## src/rtl/alu_arbiter_if.sv

```systemverilog
// Bundle of the two requester channels, the shared ALU hookup and the response
// channels used by alu_arbiter.
interface alu_arbiter_if #(
    parameter int WORD = 64
);
    logic            req0_valid;
    logic            req1_valid;
    logic            req0_ready;
    logic            req1_ready;
    logic [WORD-1:0] req0_a;
    logic [WORD-1:0] req0_b;
    logic [WORD-1:0] req1_a;
    logic [WORD-1:0] req1_b;
    logic [3:0]      req0_ctrl;
    logic [3:0]      req1_ctrl;
    logic            req0_set_flags;
    logic            req1_set_flags;

    logic [WORD-1:0] alu_a;
    logic [WORD-1:0] alu_b;
    logic [3:0]      alu_control;
    logic [WORD-1:0] alu_result;
    logic            alu_zero;
    logic            alu_negative;
    logic            alu_carry;
    logic            alu_overflow;

    logic            rsp0_valid;
    logic            rsp1_valid;
    logic            rsp0_ready;
    logic            rsp1_ready;
    logic [WORD-1:0] rsp_result;
    logic [3:0]      rsp_nzcv;
    logic [3:0]      flags;

    modport slave (
        input  req0_valid, req1_valid, req0_a, req0_b, req1_a, req1_b,
               req0_ctrl, req1_ctrl, req0_set_flags, req1_set_flags,
               alu_result, alu_zero, alu_negative, alu_carry, alu_overflow,
               rsp0_ready, rsp1_ready,
        output req0_ready, req1_ready, alu_a, alu_b, alu_control,
               rsp0_valid, rsp1_valid, rsp_result, rsp_nzcv, flags
    );

    modport master (
        output req0_valid, req1_valid, req0_a, req0_b, req1_a, req1_b,
               req0_ctrl, req1_ctrl, req0_set_flags, req1_set_flags,
               alu_result, alu_zero, alu_negative, alu_carry, alu_overflow,
               rsp0_ready, rsp1_ready,
        input  req0_ready, req1_ready, alu_a, alu_b, alu_control,
               rsp0_valid, rsp1_valid, rsp_result, rsp_nzcv, flags
    );
endinterface

```

## src/rtl/alu_arbiter.sv

```systemverilog
// Round-robin share of one ALU between two requesters: issue register -> ALU -> one-entry
// response buffer. Define ALU_ARB_FLAGS_EN to build the NZCV flag register and rsp_nzcv.
module alu_arbiter #(
    parameter int WORD = 64
) (
    input  logic          clk,
    input  logic          reset,
    alu_arbiter_if.slave  bus
);
    logic            iv_reg;
    logic            id_reg;
    logic            sf_reg;
    logic [WORD-1:0] a_reg;
    logic [WORD-1:0] b_reg;
    logic [3:0]      ctrl_reg;

    logic            ov_reg;
    logic            oid_reg;
    logic [WORD-1:0] result_reg;
    logic            last_reg;

    logic            any_valid;
    logic            grant;
    logic            adv;
    logic            acc;
    logic            hs;
    logic [3:0]      nzcv_in;

    always_comb begin
        any_valid = bus.req0_valid | bus.req1_valid;
        // Requester 1 wins when alone, or on a tie when requester 0 went last.
        grant     = bus.req1_valid & (~bus.req0_valid | ~last_reg);
        adv       = ~ov_reg | (oid_reg ? bus.rsp1_ready : bus.rsp0_ready);
        acc       = ~iv_reg | adv;
        hs        = acc & any_valid;
        // Anything other than a clean 1 on carry/overflow is recorded as 0.
        nzcv_in   = {bus.alu_negative, bus.alu_zero,
                     bus.alu_carry === 1'b1, bus.alu_overflow === 1'b1};
    end

    assign bus.req0_ready  = acc & ~grant;
    assign bus.req1_ready  = acc & grant;
    assign bus.alu_a       = a_reg;
    assign bus.alu_b       = b_reg;
    assign bus.alu_control = ctrl_reg;
    assign bus.rsp0_valid  = ov_reg & ~oid_reg;
    assign bus.rsp1_valid  = ov_reg & oid_reg;
    assign bus.rsp_result  = result_reg;

    always_ff @(posedge clk) begin
        if (reset) begin
            iv_reg   <= 1'b0;
            id_reg   <= 1'b0;
            sf_reg   <= 1'b0;
            a_reg    <= '0;
            b_reg    <= '0;
            ctrl_reg <= '0;
            last_reg <= 1'b1;
        end else if (acc) begin
            iv_reg <= hs;
            if (hs) begin
                id_reg   <= grant;
                last_reg <= grant;
                a_reg    <= grant ? bus.req1_a : bus.req0_a;
                b_reg    <= grant ? bus.req1_b : bus.req0_b;
                ctrl_reg <= grant ? bus.req1_ctrl : bus.req0_ctrl;
                sf_reg   <= grant ? bus.req1_set_flags : bus.req0_set_flags;
            end
        end
    end

    always_ff @(posedge clk) begin
        if (reset) begin
            ov_reg     <= 1'b0;
            oid_reg    <= 1'b0;
            result_reg <= '0;
        end else if (adv) begin
            ov_reg <= iv_reg;
            if (iv_reg) begin
                oid_reg    <= id_reg;
                result_reg <= bus.alu_result;
            end
        end
    end

`ifdef ALU_ARB_FLAGS_EN
    logic [3:0] nzcv_reg;
    logic [3:0] flags_reg;

    always_ff @(posedge clk) begin
        if (reset) begin
            nzcv_reg  <= '0;
            flags_reg <= '0;
        end else if (adv & iv_reg) begin
            nzcv_reg <= nzcv_in;
            if (sf_reg) begin
                flags_reg <= nzcv_in;
            end
        end
    end

    assign bus.rsp_nzcv = nzcv_reg;
    assign bus.flags    = flags_reg;
`else
    logic unused_flag_inputs;
    assign unused_flag_inputs = &{1'b0, sf_reg, nzcv_in};

    assign bus.rsp_nzcv = '0;
    assign bus.flags    = '0;
`endif
endmodule

```

## src/flat_wrapper.sv

```systemverilog
// flat-port wrapper written by rule: the top's interface ports become plain ports
module alu_arbiter_flat 
#(
    parameter int WORD = 64
)
  (clk, reset, bus_req0_valid, bus_req1_valid, bus_req0_a, bus_req0_b, bus_req1_a, bus_req1_b, bus_req0_ctrl, bus_req1_ctrl, bus_req0_set_flags, bus_req1_set_flags, bus_alu_result, bus_alu_zero, bus_alu_negative, bus_alu_carry, bus_alu_overflow, bus_rsp0_ready, bus_rsp1_ready, bus_req0_ready, bus_req1_ready, bus_alu_a, bus_alu_b, bus_alu_control, bus_rsp0_valid, bus_rsp1_valid, bus_rsp_result, bus_rsp_nzcv, bus_flags);
  alu_arbiter_if #(.WORD(WORD)) bus_i ();
  input  logic clk;
  input  logic reset;
  input wire logic [$bits(bus_i.req0_valid)-1:0] bus_req0_valid;
  input wire logic [$bits(bus_i.req1_valid)-1:0] bus_req1_valid;
  input wire logic [$bits(bus_i.req0_a)-1:0] bus_req0_a;
  input wire logic [$bits(bus_i.req0_b)-1:0] bus_req0_b;
  input wire logic [$bits(bus_i.req1_a)-1:0] bus_req1_a;
  input wire logic [$bits(bus_i.req1_b)-1:0] bus_req1_b;
  input wire logic [$bits(bus_i.req0_ctrl)-1:0] bus_req0_ctrl;
  input wire logic [$bits(bus_i.req1_ctrl)-1:0] bus_req1_ctrl;
  input wire logic [$bits(bus_i.req0_set_flags)-1:0] bus_req0_set_flags;
  input wire logic [$bits(bus_i.req1_set_flags)-1:0] bus_req1_set_flags;
  input wire logic [$bits(bus_i.alu_result)-1:0] bus_alu_result;
  input wire logic [$bits(bus_i.alu_zero)-1:0] bus_alu_zero;
  input wire logic [$bits(bus_i.alu_negative)-1:0] bus_alu_negative;
  input wire logic [$bits(bus_i.alu_carry)-1:0] bus_alu_carry;
  input wire logic [$bits(bus_i.alu_overflow)-1:0] bus_alu_overflow;
  input wire logic [$bits(bus_i.rsp0_ready)-1:0] bus_rsp0_ready;
  input wire logic [$bits(bus_i.rsp1_ready)-1:0] bus_rsp1_ready;
  output wire logic [$bits(bus_i.req0_ready)-1:0] bus_req0_ready;
  output wire logic [$bits(bus_i.req1_ready)-1:0] bus_req1_ready;
  output wire logic [$bits(bus_i.alu_a)-1:0] bus_alu_a;
  output wire logic [$bits(bus_i.alu_b)-1:0] bus_alu_b;
  output wire logic [$bits(bus_i.alu_control)-1:0] bus_alu_control;
  output wire logic [$bits(bus_i.rsp0_valid)-1:0] bus_rsp0_valid;
  output wire logic [$bits(bus_i.rsp1_valid)-1:0] bus_rsp1_valid;
  output wire logic [$bits(bus_i.rsp_result)-1:0] bus_rsp_result;
  output wire logic [$bits(bus_i.rsp_nzcv)-1:0] bus_rsp_nzcv;
  output wire logic [$bits(bus_i.flags)-1:0] bus_flags;
  assign bus_i.req0_valid = bus_req0_valid;
  assign bus_i.req1_valid = bus_req1_valid;
  assign bus_i.req0_a = bus_req0_a;
  assign bus_i.req0_b = bus_req0_b;
  assign bus_i.req1_a = bus_req1_a;
  assign bus_i.req1_b = bus_req1_b;
  assign bus_i.req0_ctrl = bus_req0_ctrl;
  assign bus_i.req1_ctrl = bus_req1_ctrl;
  assign bus_i.req0_set_flags = bus_req0_set_flags;
  assign bus_i.req1_set_flags = bus_req1_set_flags;
  assign bus_i.alu_result = bus_alu_result;
  assign bus_i.alu_zero = bus_alu_zero;
  assign bus_i.alu_negative = bus_alu_negative;
  assign bus_i.alu_carry = bus_alu_carry;
  assign bus_i.alu_overflow = bus_alu_overflow;
  assign bus_i.rsp0_ready = bus_rsp0_ready;
  assign bus_i.rsp1_ready = bus_rsp1_ready;
  assign bus_req0_ready = bus_i.req0_ready;
  assign bus_req1_ready = bus_i.req1_ready;
  assign bus_alu_a = bus_i.alu_a;
  assign bus_alu_b = bus_i.alu_b;
  assign bus_alu_control = bus_i.alu_control;
  assign bus_rsp0_valid = bus_i.rsp0_valid;
  assign bus_rsp1_valid = bus_i.rsp1_valid;
  assign bus_rsp_result = bus_i.rsp_result;
  assign bus_rsp_nzcv = bus_i.rsp_nzcv;
  assign bus_flags = bus_i.flags;
  alu_arbiter #(.WORD(WORD)) u_core (.clk(clk), .reset(reset), .bus(bus_i));
endmodule
```

## config.mk

```make
export PLATFORM = sky130hd
export DESIGN_NAME = alu_arbiter_flat
export DESIGN_NICKNAME = d
export VERILOG_FILES = /design/src/rtl/alu_arbiter_if.sv /design/src/rtl/alu_arbiter.sv /design/src/flat_wrapper.sv
export SDC_FILE = /design/constraint.sdc
export NUM_CORES = 1
export LEC_CHECK = 0
export ABC_AREA = 1
export CAP_MARGIN = 20
export CORE_AREA = 2 2 211 213
export DETAILED_ROUTE_END_ITERATION = 7
export DIE_AREA = 0 0 213 215
export PLACE_DENSITY = 0.47
export RECOVER_POWER = 50
export SYNTH_ARGS = -nofsm -noshare
export SYNTH_HDL_FRONTEND = slang
export SYNTH_SLANG_ARGS = --single-unit
```

## constraint.sdc

```tcl
create_clock -name clk -period 1.5 [get_ports clk]
set_input_delay 0.3 -clock clk [delete_from_list [all_inputs] [get_ports clk]]
set_output_delay 0.3 -clock clk [all_outputs]
set_load 0.01 [all_outputs]
```

==> flow_summary_export.csv, run 1 <==
group,metric,value,unit
power_and_ir_drop,powerDensity,918,nW/um2
worst_hold_path,holdPathEnd,"u_core.bus.rsp_result[18]",
cts,clk_pin_slew,0.06,ns
global_routing,antenna_found_initial,5,
setup_path,worstRegToRegCells,12,
setup_path,slowest_delay,0.38,ns
cts,htreeDepth,1,
floorplan,placementRows,77,
yosys,ys_ff_latch,201,
worst_hold_path,hold_path_depth,3,
setup_path,worstPathCellList,"inv_2 -> nand2_4 -> nand4_4 -> nand2_2 -> inv_2 -> buf_6",
global_routing,grt_max_degree,67,
place,io_buffers,533,
drt,dr.pass1.iters,7,
timing,fin_ws,-0.184,ns
power_and_ir_drop,power.total,0.0169,W
timing,fin_skew,0.00455,ns
finish,final_cell_mix,"nand2_1, clkdlybuf4s50_1, nor2_1, dfxtp_1, inv_1",
drt,routed_wl,45.1,mm
cts,cts.path.max_buffers,3,
yosys,ys_types,17,
yosys,synth.avg_cell_area,6.04,um2
timing,rsz0062_at_grt,"yes",
cts,clock-sinks,201,
floorplan,die-height,215,um
finish,seq_area,4040,um2
power_and_ir_drop,clkPwrFrac,36.2,%
setup_path,r2r-end,"u_core.bus.alu_b[9]",
drt,dr.first_iter.drc_count,384,
drt,postRouteAntennaNets,0,
floorplan,die_w,213,um
worst_hold_path,hp-start,"reset",
finish,multi_input_area,5270,um2
setup_path,cp_common_cell,"inv_2",
timing,fmax,0.594,GHz
timing,min_period,1.68,ns
yosys,synth-warning-count,0,
setup_path,critPathLaunchType,"flip-flop",
outcome,status,"finished with violations",
cts,numCtsBuffers,25,
place,gp_congestion,0.810,
setup_path,crit_slowest_cell,"dfxtp_4",
floorplan,initial_utilization,22.0,%
global_routing,overflow,0,
cts,cts-root-buf,"clkbuf_16",
power_and_ir_drop,internal_power,0.0120,W
finish,layout_commonest_cell,"nand2_1",
outcome,violations,"setup timing",
setup_path,arrival,1.38,ns
timing,period_share,112,%
drt,vias,11300,
cts,cts_tree,"yes",
finish,syn_to_final_growth,92.0,%
drt,drc_errors,0,
global_routing,grt_pass1_wl,62.9,mm
finish,drive_above_1_share,18.8,%
floorplan,die-area,45800,um2
power_and_ir_drop,pwr-share-seq,35.7,%
timing,finalMaxSlewViolations,0,
setup_path,cp_data_required_time,1.20,ns
power_and_ir_drop,switchingPower,0.00495,W
place,dpl_worst_slack,-0.442,ns
drt,avgViaCountPerCell,4.09,
finish,n_fill_cell,4581,
setup_path,reg2reg_slack,-0.14,ns
setup_path,r2r-start,"u_core.oid_reg",
drt,wl_per_cell,16.3,um
power_and_ir_drop,p_leak,8.51,nW
timing,whs,0.244,ns
place,place_hpwl,30.4,mm
setup_path,path_class,"flip-flop to output pin",
yosys,seq_area_frac_synth,42.0,%
worst_hold_path,hp-class,"primary input to flip-flop",
setup_path,cp_max_fo,3,
finish,nets,2499,
flow_run,max_cap_viol_count,0,
floorplan,core-area,43600,um2
yosys,syn_inst,1587,
timing,hold_viol,0,
timing,finalSetupViolCount,134,
global_routing,gr-usage-all-layers,17.8,%
cts,worstSkewPairLatency,0.54,ns
global_routing,grt_pass1_vias,10800,
setup_path,end_kind,"output pin",
power_and_ir_drop,vdd_drop_max,714,uV
power_and_ir_drop,swShare,29.3,%
yosys,netlist_area,9590,um2
power_and_ir_drop,comb_power_share,28.1,%
floorplan,boundaryPins,548,
-- what timing repair did --
action,in CTS,in global routing
gates cloned,14,27
endpoints found under the setup margin,331,300
endpoints found under the hold margin,0,0
pin swaps,4,33
setup buffers,21,12
hold buffers,0,0
resized for setup,376,356
-- worst max path at each step --
stage	from	to	slack [ns]	cells after the start
2_1_floorplan	bus_req0_valid	bus_req1_ready	0.18	6
3_3_place_gp	bus_rsp1_ready	bus_req1_ready	-0.44	6
3_5_place_dp	bus_req1_valid	u_core.bus.alu_a[2]	-0.44	7
4_1_cts	u_core.oid_reg	bus_req1_ready	-0.23	6
5_1_grt	u_core.oid_reg	bus_req0_ready	-0.27	6
6_report	u_core.oid_reg	bus_req1_ready	-0.18	6
-- synth_stat cells (all sizes together) --
| cell | n | area [um2] |
|---|---|---|
| inv | 139 | 522 |
| dfxtp | 201 | 4020 |
| nand2 | 736 | 2770 |
| a21oi | 68 | 340 |
| or2 | 1 | 6.26 |
| clkbuf | 26 | 97.6 |
| nor2 | 265 | 995 |
| buf | 82 | 468 |
| conb | 1 | 3.75 |
| nand3 | 67 | 340 |
| nand4 | 1 | 21.3 |
-- area by class of cell --
cell class / count / share of cell area [%]
multi-input cells: 1150 / 28.6
flip-flops and latches: 201 / 21.9
diodes: 3 / 0.0408
well taps: 592 / 4.02
repair buffers: 642 / 38.0
inverters: 139 / 2.86
clock inverters: 3 / 0.299
clock buffers: 41 / 4.21
-- layer usage --
| metal | GRT usage (%) | up-vias | wire [um] |
|---|---|---|---|
| li1 | - | 5864 | - |
| met1 | 20.6 | 5052 | 18100 |
| met2 | 30.9 | 361 | 21700 |
| met3 | 6.55 | 48 | 4380 |
| met4 | 3.99 | 4 | 868 |
| met5 | 0 | - | 27 |
-- logic make-up (layout without fill, tap and decap cells) --
logic type	count (synthesis)	in the layout	share of synthesized area, %
AO/OA/AOI/OAI	68	68	3.55
buffers and inverters	247	825	11.3
flip-flops	201	201	42.0
other	1	11	0.0391
AND/OR/NAND/NOR	1070	1074	43.1
-- worst max-delay path: cells and delay by family (launching register included) --
| family | cells | cell delay (ns) |
|---|---|---|
| flops | 1 | 0.38 |
| simple gates | 3 | 0.26 |
| buf+inv | 3 | 0.20 |
-- metrics by stage --
step	instance area (um2)	setup TNS, ns	utilization [%]	instances
finish	18400	-9.89	42.2	2771
global route	18400	-22.67	42.2	2771
CTS	17200	-14.74	39.5	2737
detailed placement	15700	-69.01	36.0	2659
global placement	15700	-67.50	36.0	2659
floorplan	9620	0	-	1594
-- power by group through the flow --
stage	Sequential, W	Combinational [W]	Clock, W
2_1_floorplan	0.00633	0.00154	0
3_3_place_gp	0.00613	0.00412	0
3_5_place_dp	0.00615	0.00413	0
4_1_cts	0.00603	0.00425	0.00634
5_1_grt	0.00609	0.00519	0.00655
6_report	0.00604	0.00475	0.00612
Power figures use the tool's default switching activity.
==> run 2: changes to the inputs <==
--- a/config.mk
+++ b/config.mk
@@ -8,6 +8,7 @@
 export ABC_AREA = 1
 export CAP_MARGIN = 20
 export CORE_AREA = 2 2 211 213
+export CTS_CLUSTER_SIZE = 20
 export DETAILED_ROUTE_END_ITERATION = 7
 export DIE_AREA = 0 0 213 215
 export PLACE_DENSITY = 0.47
==> results of run 2 <==
Same layout as run 1: the final DEF is identical, and so are final timing and power.
==> run 3: changes to the inputs <==
--- a/config.mk
+++ b/config.mk
@@ -11,6 +11,7 @@
 export CTS_CLUSTER_SIZE = 20
 export DETAILED_ROUTE_END_ITERATION = 7
 export DIE_AREA = 0 0 213 215
+export GPL_TIMING_DRIVEN = 0
 export PLACE_DENSITY = 0.47
 export RECOVER_POWER = 50
 export SYNTH_ARGS = -nofsm -noshare
==> run 3 against run 2 <==
The flow still finishes with violations (setup timing). Hold slack improved by 0.091 ns. Fmax shrank 4.4%. Clock-buffer cell count fell by 8. Global-route usage increased by 1.1 points. Flip-flop and latch count unchanged. Sequential power about the same. Via count fell by 0.50%. Combinational power decreased by 12%. Design area is 8.2% lower. Sequential share of layout area increased by 1.9 points. Cell count is 0.47% higher.
==> flow_summary_export.csv, run 3 (synthesized netlist as in run 1, its figures left out) <==
group,metric,value,unit
outcome,status,"finished with violations",
outcome,violations,"setup timing",
timing,min_period,1.76,ns
drt,routed_wl,45.4,mm
setup_path,path_class,"flip-flop to output pin",
place,place_hpwl,35.2,mm
timing,rsz0062_at_grt,"yes",
finish,n_fill_cell,4759,
setup_path,arrival,1.46,ns
power_and_ir_drop,powerDensity,951,nW/um2
timing,slew_headroom,60.7,%
cts,cts.path.max_buffers,3,
floorplan,die-height,215,um
finish,final_cell_mix,"nand2_1, clkdlybuf4s50_1, nor2_1, dfxtp_1, inv_1",
setup_path,end_kind,"output pin",
drt,top_layer_used,"met5",
finish,nets,2517,
finish,syn_to_final_growth,76.3,%
cts,cts_tree,"yes",
cts,hold_buffers,0,
setup_path,cp_data_required_time,1.20,ns
timing,fin_skew,0.0147,ns
floorplan,initial_utilization,22.0,%
finish,multi_input_area,4560,um2
setup_path,reg2reg_slack,-0.20,ns
power_and_ir_drop,swShare,29.4,%
timing,finalMaxSlewViolations,0,
global_routing,antenna_found_initial,4,
cts,worstSkewPairLatency,0.54,ns
drt,dr.pass1.iters,6,
global_routing,grt_pass1_wl,65.7,mm
worst_hold_path,hold_path_depth,3,
finish,layout_commonest_cell,"nand2_1",
cts,htreeDepth,1,
floorplan,die_w,213,um
timing,fin_tns_setup,-23.06,ns
drt,vias,11300,
flow_run,max_cap_viol_count,0,
power_and_ir_drop,internal_power,0.0113,W
power_and_ir_drop,clkPwrFrac,36.6,%
drt,avgViaCountPerCell,4.05,
setup_path,cp_max_fo,4,
power_and_ir_drop,vdd_drop_max,679,uV
drt,wl_met3,4.53,mm
global_routing,grt_pass1_vias,11100,
global_routing,gr-usage-all-layers,18.9,%
worst_hold_path,holdPathEnd,"u_core.bus.rsp_result[1]",
finish,drive_above_1_share,9.59,%
finish,seq_area,4030,um2
timing,fin_ws,-0.260,ns
drt,wl_met1,18.2,mm
place,dp.cells,2718,
finish,final_area,16900,um2
floorplan,core-area,43600,um2
finish,final-instance-count-excl-fill,2784,
cts,numCtsBuffers,25,
cts,cts-root-buf,"clkbuf_16",
setup_path,worstRegToRegCells,12,
place,dpl_worst_slack,-1.62,ns
timing,hold_viol,0,
cts,clk_pin_slew,0.06,ns
timing,fmax,0.568,GHz
setup_path,r2r-start,"u_core.oid_reg",
place,gp_congestion,0.811,
setup_path,r2r-end,"u_core.bus.alu_b[51]",
drt,drc_errors,0,
setup_path,critPathLaunchType,"flip-flop",
floorplan,placementRows,77,
place,io_buffers,532,
drt,dr.first_iter.drc_count,375,
power_and_ir_drop,comb_power_share,25.9,%
power_and_ir_drop,p_leak,7.93,nW
floorplan,die-area,45800,um2
drt,postRouteAntennaNets,0,
timing,period_share,117,%
worst_hold_path,hp-start,"bus_alu_result[1]",
timing,whs,0.335,ns
place,placed_area,15700,um2
power_and_ir_drop,switchingPower,0.00473,W
cts,clock-sinks,201,
floorplan,boundaryPins,548,
drt,wl_per_cell,16.3,um
drt,wl_met2,21.5,mm
global_routing,grt_max_degree,14,
timing,finalSetupViolCount,178,
power_and_ir_drop,pwr-share-seq,37.5,%
timing,tightest_slew,0.590,ns
worst_hold_path,hp-class,"primary input to flip-flop",
global_routing,overflow,0,
==> run 3: how the worst max path moves through the flow <==
stage / startpoint / end / slack [ns]
finish: u_core.last_reg / bus_req1_ready / -0.26
global route: u_core.last_reg / bus_req1_ready / -0.35
CTS: u_core.last_reg / bus_req1_ready / -0.31
detailed placement: bus_req1_valid / bus_req1_ready / -1.62
global placement: bus_req1_valid / bus_req1_ready / -1.62
floorplan: bus_req0_valid / bus_req1_ready / 0.18
==> run 3: worst max-delay path, stage by stage (launching register included) <==
cell       delay [ns]
dfxtp_2          0.33
nand2_2          0.06
nand2_4          0.12
inv_8            0.04
clkbuf_16        0.15
nand2_8          0.06
inv_4            0.03
buf_6            0.11
==> run 3: repair_timing <==
action	in CTS	in global routing
resized for setup	472	171
setup buffers	12	8
cloned	1	3
pin swaps	6	4
endpoints found under the setup margin	365	302
==> run 3: area by class of cell <==
type,count,area share [%]
timing repair buffer,556,31.3
multi-input combinational,1146,26.9
sequential,201,23.9
buffer,108,5.68
tap,592,4.38
clock buffer,33,4.17
inverter,139,3.15
clock inverter,7,0.444
antenna,2,0.0296
==> run 3: power groups by stage <==
stage | Combinational, W | Clock [W] | Sequential [W]
3_3_place_gp | 0.00418 | 0 | 0.00613
4_1_cts | 0.00417 | 0.00609 | 0.00604
2_1_floorplan | 0.00154 | 0 | 0.00633
6_report | 0.00416 | 0.00588 | 0.00604
3_5_place_dp | 0.00418 | 0 | 0.00615
5_1_grt | 0.00460 | 0.00628 | 0.00609
==> run 3: per-stage QoR <==
step	power [W]	util, %
after floorplan	0.00786	-
after global placement	0.0103	35.9
after detailed placement	0.0103	35.9
after CTS	0.0163	38.7
after global routing	0.0170	38.7
final	0.0161	38.7
==> run 3: layer usage <==
| layer | global-route usage (%) | vias up |
|---|---|---|
| li1 | - | 5871 |
| met5 | 0 | - |
| met3 | 7.35 | 55 |
| met4 | 4.34 | 4 |
| met2 | 33.1 | 366 |
| met1 | 21.3 | 4976 |
==> variant 1: new RTL, config.mk and constraints of run 3 <==
`WORD` is set to 64 in 3 places; all go to 32.
--- a/src/rtl/alu_arbiter_if.sv
+++ b/src/rtl/alu_arbiter_if.sv
@@ -2,5 +2,5 @@
 // channels used by alu_arbiter.
 interface alu_arbiter_if #(
-    parameter int WORD = 64
+    parameter int WORD = 32
 );
     logic            req0_valid;
--- a/src/rtl/alu_arbiter.sv
+++ b/src/rtl/alu_arbiter.sv
@@ -2,5 +2,5 @@
 // response buffer. Define ALU_ARB_FLAGS_EN to build the NZCV flag register and rsp_nzcv.
 module alu_arbiter #(
-    parameter int WORD = 64
+    parameter int WORD = 32
 ) (
     input  logic          clk,
--- a/src/flat_wrapper.sv
+++ b/src/flat_wrapper.sv
@@ -2,5 +2,5 @@
 module alu_arbiter_flat 
 #(
-    parameter int WORD = 64
+    parameter int WORD = 32
 )
   (clk, reset, bus_req0_valid, bus_req1_valid, bus_req0_a, bus_req0_b, bus_req1_a, bus_req1_b, bus_req0_ctrl, bus_req1_ctrl, bus_req0_set_flags, bus_req1_set_flags, bus_alu_result, bus_alu_zero, bus_alu_negative, bus_alu_carry, bus_alu_overflow, bus_rsp0_ready, bus_rsp1_ready, bus_req0_ready, bus_req1_ready, bus_alu_a, bus_alu_b, bus_alu_control, bus_rsp0_valid, bus_rsp1_valid, bus_rsp_result, bus_rsp_nzcv, bus_flags);
Interface: changed (8 resized); port bits go from 548 to 292. The function was not compared with the original's and may differ.
==> variant 1 against run 3 <==
- the run still ends with setup timing left
- final area fell by 41%
- wire length is 49% lower
- total power fell by 48%
- register-to-register slack improved by 0.10 ns
- critical endpoint unchanged
- synthesized area down 47%
- count of clock-buffer cells in the layout decreased by 22
- global-route usage shrank 9.3 points
- largest cell class unchanged
- hold slack worse by 0.071 ns
- combinational power shrank 40%
- clock skew is 0.0087 ns lower
- sequential cell count is 96 lower
- worst setup slack gained 0.075 ns
==> variant 1: results <==
[run_status]
outcome = "complete, but fails checks"
violations = "setup timing"

[pwr]
power.leakage_nw = 4.724
power_switching_mw = 2.532
peakVddDrop_uv = 438.6

[synth]
synthFlopType = "dfxtp_1"
synth_common_cells = "nand2_1 (380), nor2_1 (137), dfxtp_1 (105)"
synth.distinct_cells = 18
synth-seq-area-share_pct = 41.43
async_flop_share_pct = 0
synth_warnings = 0
synth.area.top_cells = "dfxtp_1 (41%), nand2_1 (28%), nor2_1 (10%), inv_1 (5.3%), a21oi_1 (3.6%)"

[place]
post-place-ws_ns = -1.689
place_congestion = 0.7442
postPlaceCellArea_sq_mm = 0.008603
portBuffers = 276
dp_hpwl_um = 16650

[global_routing]
grt_max_degree = 18
gr-usage-all-layers_pct = 9.543
grt_first_pass_wirelength_um = 32710
antenna_found_initial = 0
grt_pass1_vias = 5825

[layout]
nets = 1336
drive_gt1_share_pct = 18.35
diodes = 0

[hold_path]
hold_start = "reset"
hold_class = "input pin to flop"
hold_depth = 2
worst_hold_path.endpoint = "u_core.bus.rsp_result[9]"

[critical_path]
critPathMaxStageDelay_ns = 0.46
slowest_stage = "clkdlybuf4s50_1"
rr_startpoint = "u_core.oid_reg"
reg2reg_depth = 10
r2r_setup_slack_ns = -0.10
regToRegEndpoint = "u_core.bus.alu_a[27]"
crit_family = "buffers and inverters"
worst-path-max-fanout = 4

[clocking]
cts_buffer_depth = 2
cts_buffers = 9
clockRootBuffer = "clkbuf_16"
cts_max_level = 3
clkLatencyLatePin_ns = 0.37
path_clk_slew_ns = 0.08

[sta]
finClkSkew_ns = 0.006005
tns_ns = -7.184
setup_viol = 73
slew_headroom_pct = 57.06
setup_ws_ns = -0.1850
fin_hold_ws_ns = 0.2634

[routing]
drt_iter0_markers = 196
finalWirelength_um = 23320
drtPass1Iterations = 4
vias = 5862
variant 1: area by class of cell:
type	count	area, sq um
tap	592	740.7
fill	4931	33590
clock inverter	5	86.33
clock buffer	11	252.7
multi-input combinational	602	2867
inverter	75	295.3
buffer	58	581.8
timing repair buffer	305	3115
sequential	105	2111
variant 1: metrics by stage:
stage                     cells  utilization (%)
final                      1753            23.03
after global routing       1753            23.03
after CTS                  1732            20.75
after detailed placement   1708            19.71
after global placement     1708            19.71
after floorplan             840                -
variant 1: worst max path at each step:
stage                           to  depth (start not counted)            start
floorplan           bus_req1_ready                          6   bus_req0_valid
global placement    bus_req1_ready                          8   bus_req0_valid
detailed placement  bus_req1_ready                          7   bus_req1_valid
CTS                 bus_req1_ready                          7  u_core.last_reg
global route        bus_req1_ready                          6   u_core.oid_reg
finish              bus_req1_ready                          6   bus_rsp1_ready
variant 1: worst register-to-register path, stage by stage, from the launching register on:
cell and delay [ns]:
dfxtp_4 0.38, inv_2 0.05, nand2_4 0.06, nand4_4 0.19, buf_12 0.21, nand2_8 0.12
buf_16 0.18, clkbuf_16 0.18, nand2_2 0.04, nand2_1 0.04, nor2_1 0.05
variant 1: cells by family after synthesis:
logic type / count (synthesis) / share of synthesized area [%]
AND/OR/NAND/NOR: 558 / 42.66
buffers and inverters: 133 / 12.28
flip-flops: 105 / 41.43
AO/OA/AOI/OAI: 36 / 3.551
other: 1 / 0.07391
variant 1: what timing repair did:
| item | in CTS | in global routing |
|---|---|---|
| resized for setup | 165 | 184 |
| setup endpoints to repair | 175 | 75 |
| pin swaps | 3 | 59 |
| cloned | 0 | 12 |
| buffers inserted | 8 | 9 |
variant 1: per-layer routing:
| layer | part of all wire [%] | GRT usage, % | vias to the layer above |
|---|---|---|---|
| met2 | 48 | 16.26 | 166 |
| met3 | 6.5 | 2.835 | 14 |
| li1 | - | - | 3106 |
| met5 | 0 | 0 | - |
| met4 | 1.2 | 2.797 | 0 |
| met1 | 45 | 11.49 | 2576 |
variant 1: power groups by stage:
stage / Combinational [mW] / Sequential, mW / Clock (mW)
after floorplan: 0.826 / 3.30 / 0
after CTS: 2.13 / 3.13 / 2.93
after global routing: 2.78 / 3.16 / 3.03
final: 2.51 / 3.13 / 2.77
after detailed placement: 2.17 / 3.20 / 0
after global placement: 2.17 / 3.20 / 0
==> variant 2: new RTL, config.mk and constraints of run 3 <==
Without the edit above. Add a define of `ALU_ARB_FLAGS_EN`.
--- a/src/rtl/alu_arbiter.sv
+++ b/src/rtl/alu_arbiter.sv
@@ -1,4 +1,6 @@
 // Round-robin share of one ALU between two requesters: issue register -> ALU -> one-entry
 // response buffer. Define ALU_ARB_FLAGS_EN to build the NZCV flag register and rsp_nzcv.
+`define ALU_ARB_FLAGS_EN
+
 module alu_arbiter #(
     parameter int WORD = 64
Function: changed (a bounded check fails within 4 cycles, from zero or initial values and one cycle with reset high).
==> variant 2 against run 3 <==
- the run still ends with setup timing left
- hold slack got worse by 0.0020 ns
- sequential cell count grew 9
- total power up 5.6%
- synthesized cell count is 2.3% higher
- maximum frequency is essentially flat
- synthesized area increased by 2.7%
- worst setup slack better by 0.0010 ns
- largest power group is now clock
- largest cell class unchanged
- critical path type unchanged
- final area up 5.7%
- die area stayed put
- wire length is 4.1% higher
==> variant 2: results <==
[synth]
synth.area.top_cells = "dfxtp_1 (43%), nand2_1 (28%), nor2_1 (10%), inv_1 (5.2%), a21oi_1 (3.9%)"
synth.distinct_cells = 15
synth_common_cells = "nand2_1 (747), nor2_1 (267), dfxtp_1 (210)"

[sta]
setup_viol = 208
setup_ws_ns = -0.2594
worst-slew-pin-transition_ns = 0.6985

[run_status]
violations = "setup timing"
outcome = "complete, but fails checks"

[clocking]
cts_buffers = 27

[place]
postPlaceCellArea_sq_mm = 0.01606
dp_hpwl_um = 35900
place_congestion = 0.8581

[global_routing]
gr-usage-all-layers_pct = 19.55
grt_max_degree = 13
grt_first_pass_wirelength_um = 68040
antenna_found_initial = 5

[routing]
drtPass1Iterations = 4
finalWirelength_um = 47230
drt_iter0_markers = 571
vias = 11640

[pwr]
power.leakage_nw = 8.444
p_int_mw = 12.05

[layout]
drive_gt1_share_pct = 11.04
nets = 2563

[critical_path]
worst-path-max-fanout = 3
[variant 2: path summary, 6_finish.rpt]
path	startpoint	to	depth (start not counted)
min reg2reg	u_core.bus.rsp_result[9]	u_core.bus.rsp_result[9]	2
max	u_core.last_reg	bus_req1_ready	7
max reg2reg	u_core.oid_reg	u_core.bus.rsp_result[0]	12
min	bus_alu_result[38]	u_core.bus.rsp_result[38]	3
[variant 2: metrics by stage]
step                      TNS (ns)  cells  setup WS (ns)  hold WS [ns]
after CTS                   -37.45   2814        -0.3384        0.2968
final                       -24.10   2836        -0.2594        0.3327
after detailed placement   -130.76   2761         -1.532        0.4524
after floorplan                  0   1623         0.1567        0.4287
after global routing        -42.93   2835        -0.3315        0.3057
after global placement     -123.41   2761         -1.485        0.4484
[variant 2: repair_timing]
action | CTS | global route
setup buffers | 8 | 11
gates resized for setup | 454 | 159
endpoints found under the setup margin | 414 | 311
gates cloned | 1 | 6
pin swaps | 4 | 39
[variant 2: metal layers]
layer  up-vias  global-route usage (%)  share of wire [%]  wire length [um]
met5         -                       0                  0                 0
met4         0                   7.086                3.3              1571
met3        64                   4.749                6.2              2950
met2       331                   33.62                 48             22870
met1      5186                   23.46                 42             19840
li1       6055                       -                  -                 -
[variant 2: worst reg2reg max path: cells and delay by family, from the launching register on]
kind / cells / cell delay (ns)
buf+inv: 7 / 0.82
flops: 1 / 0.36
compound gates: 1 / 0.06
simple gates: 4 / 0.37
[variant 2: power by group through the flow]
| stage | Sequential [mW] | Clock, mW | Combinational [mW] |
|---|---|---|---|
| floorplan | 6.60 | 0 | 1.54 |
| global placement | 6.39 | 0 | 4.23 |
| detailed placement | 6.40 | 0 | 4.23 |
| CTS | 6.28 | 6.58 | 4.14 |
| global route | 6.35 | 6.79 | 4.76 |
| finish | 6.29 | 6.34 | 4.34 |
[variant 2: kinds of logic after synthesis]
kind of cell	share of synthesized area [%]
simple gates	42.87
flops	42.68
compound gates	3.862
buf+inv	10.58
[variant 2: cell type report]
| cell class | instances | area (sq um) |
|---|---|---|
| multi-input cells | 1171 | 4946 |
| diodes | 6 | 15.01 |
| inverters | 140 | 535.5 |
| clock inverters | 2 | 35.03 |
| fillers | 4685 | 25780 |
| flip-flops and latches | 210 | 4213 |
| clock buffers | 42 | 812.0 |
| well taps | 592 | 740.7 |
| repair buffers | 571 | 5689 |
| plain buffers | 102 | 880.8 |
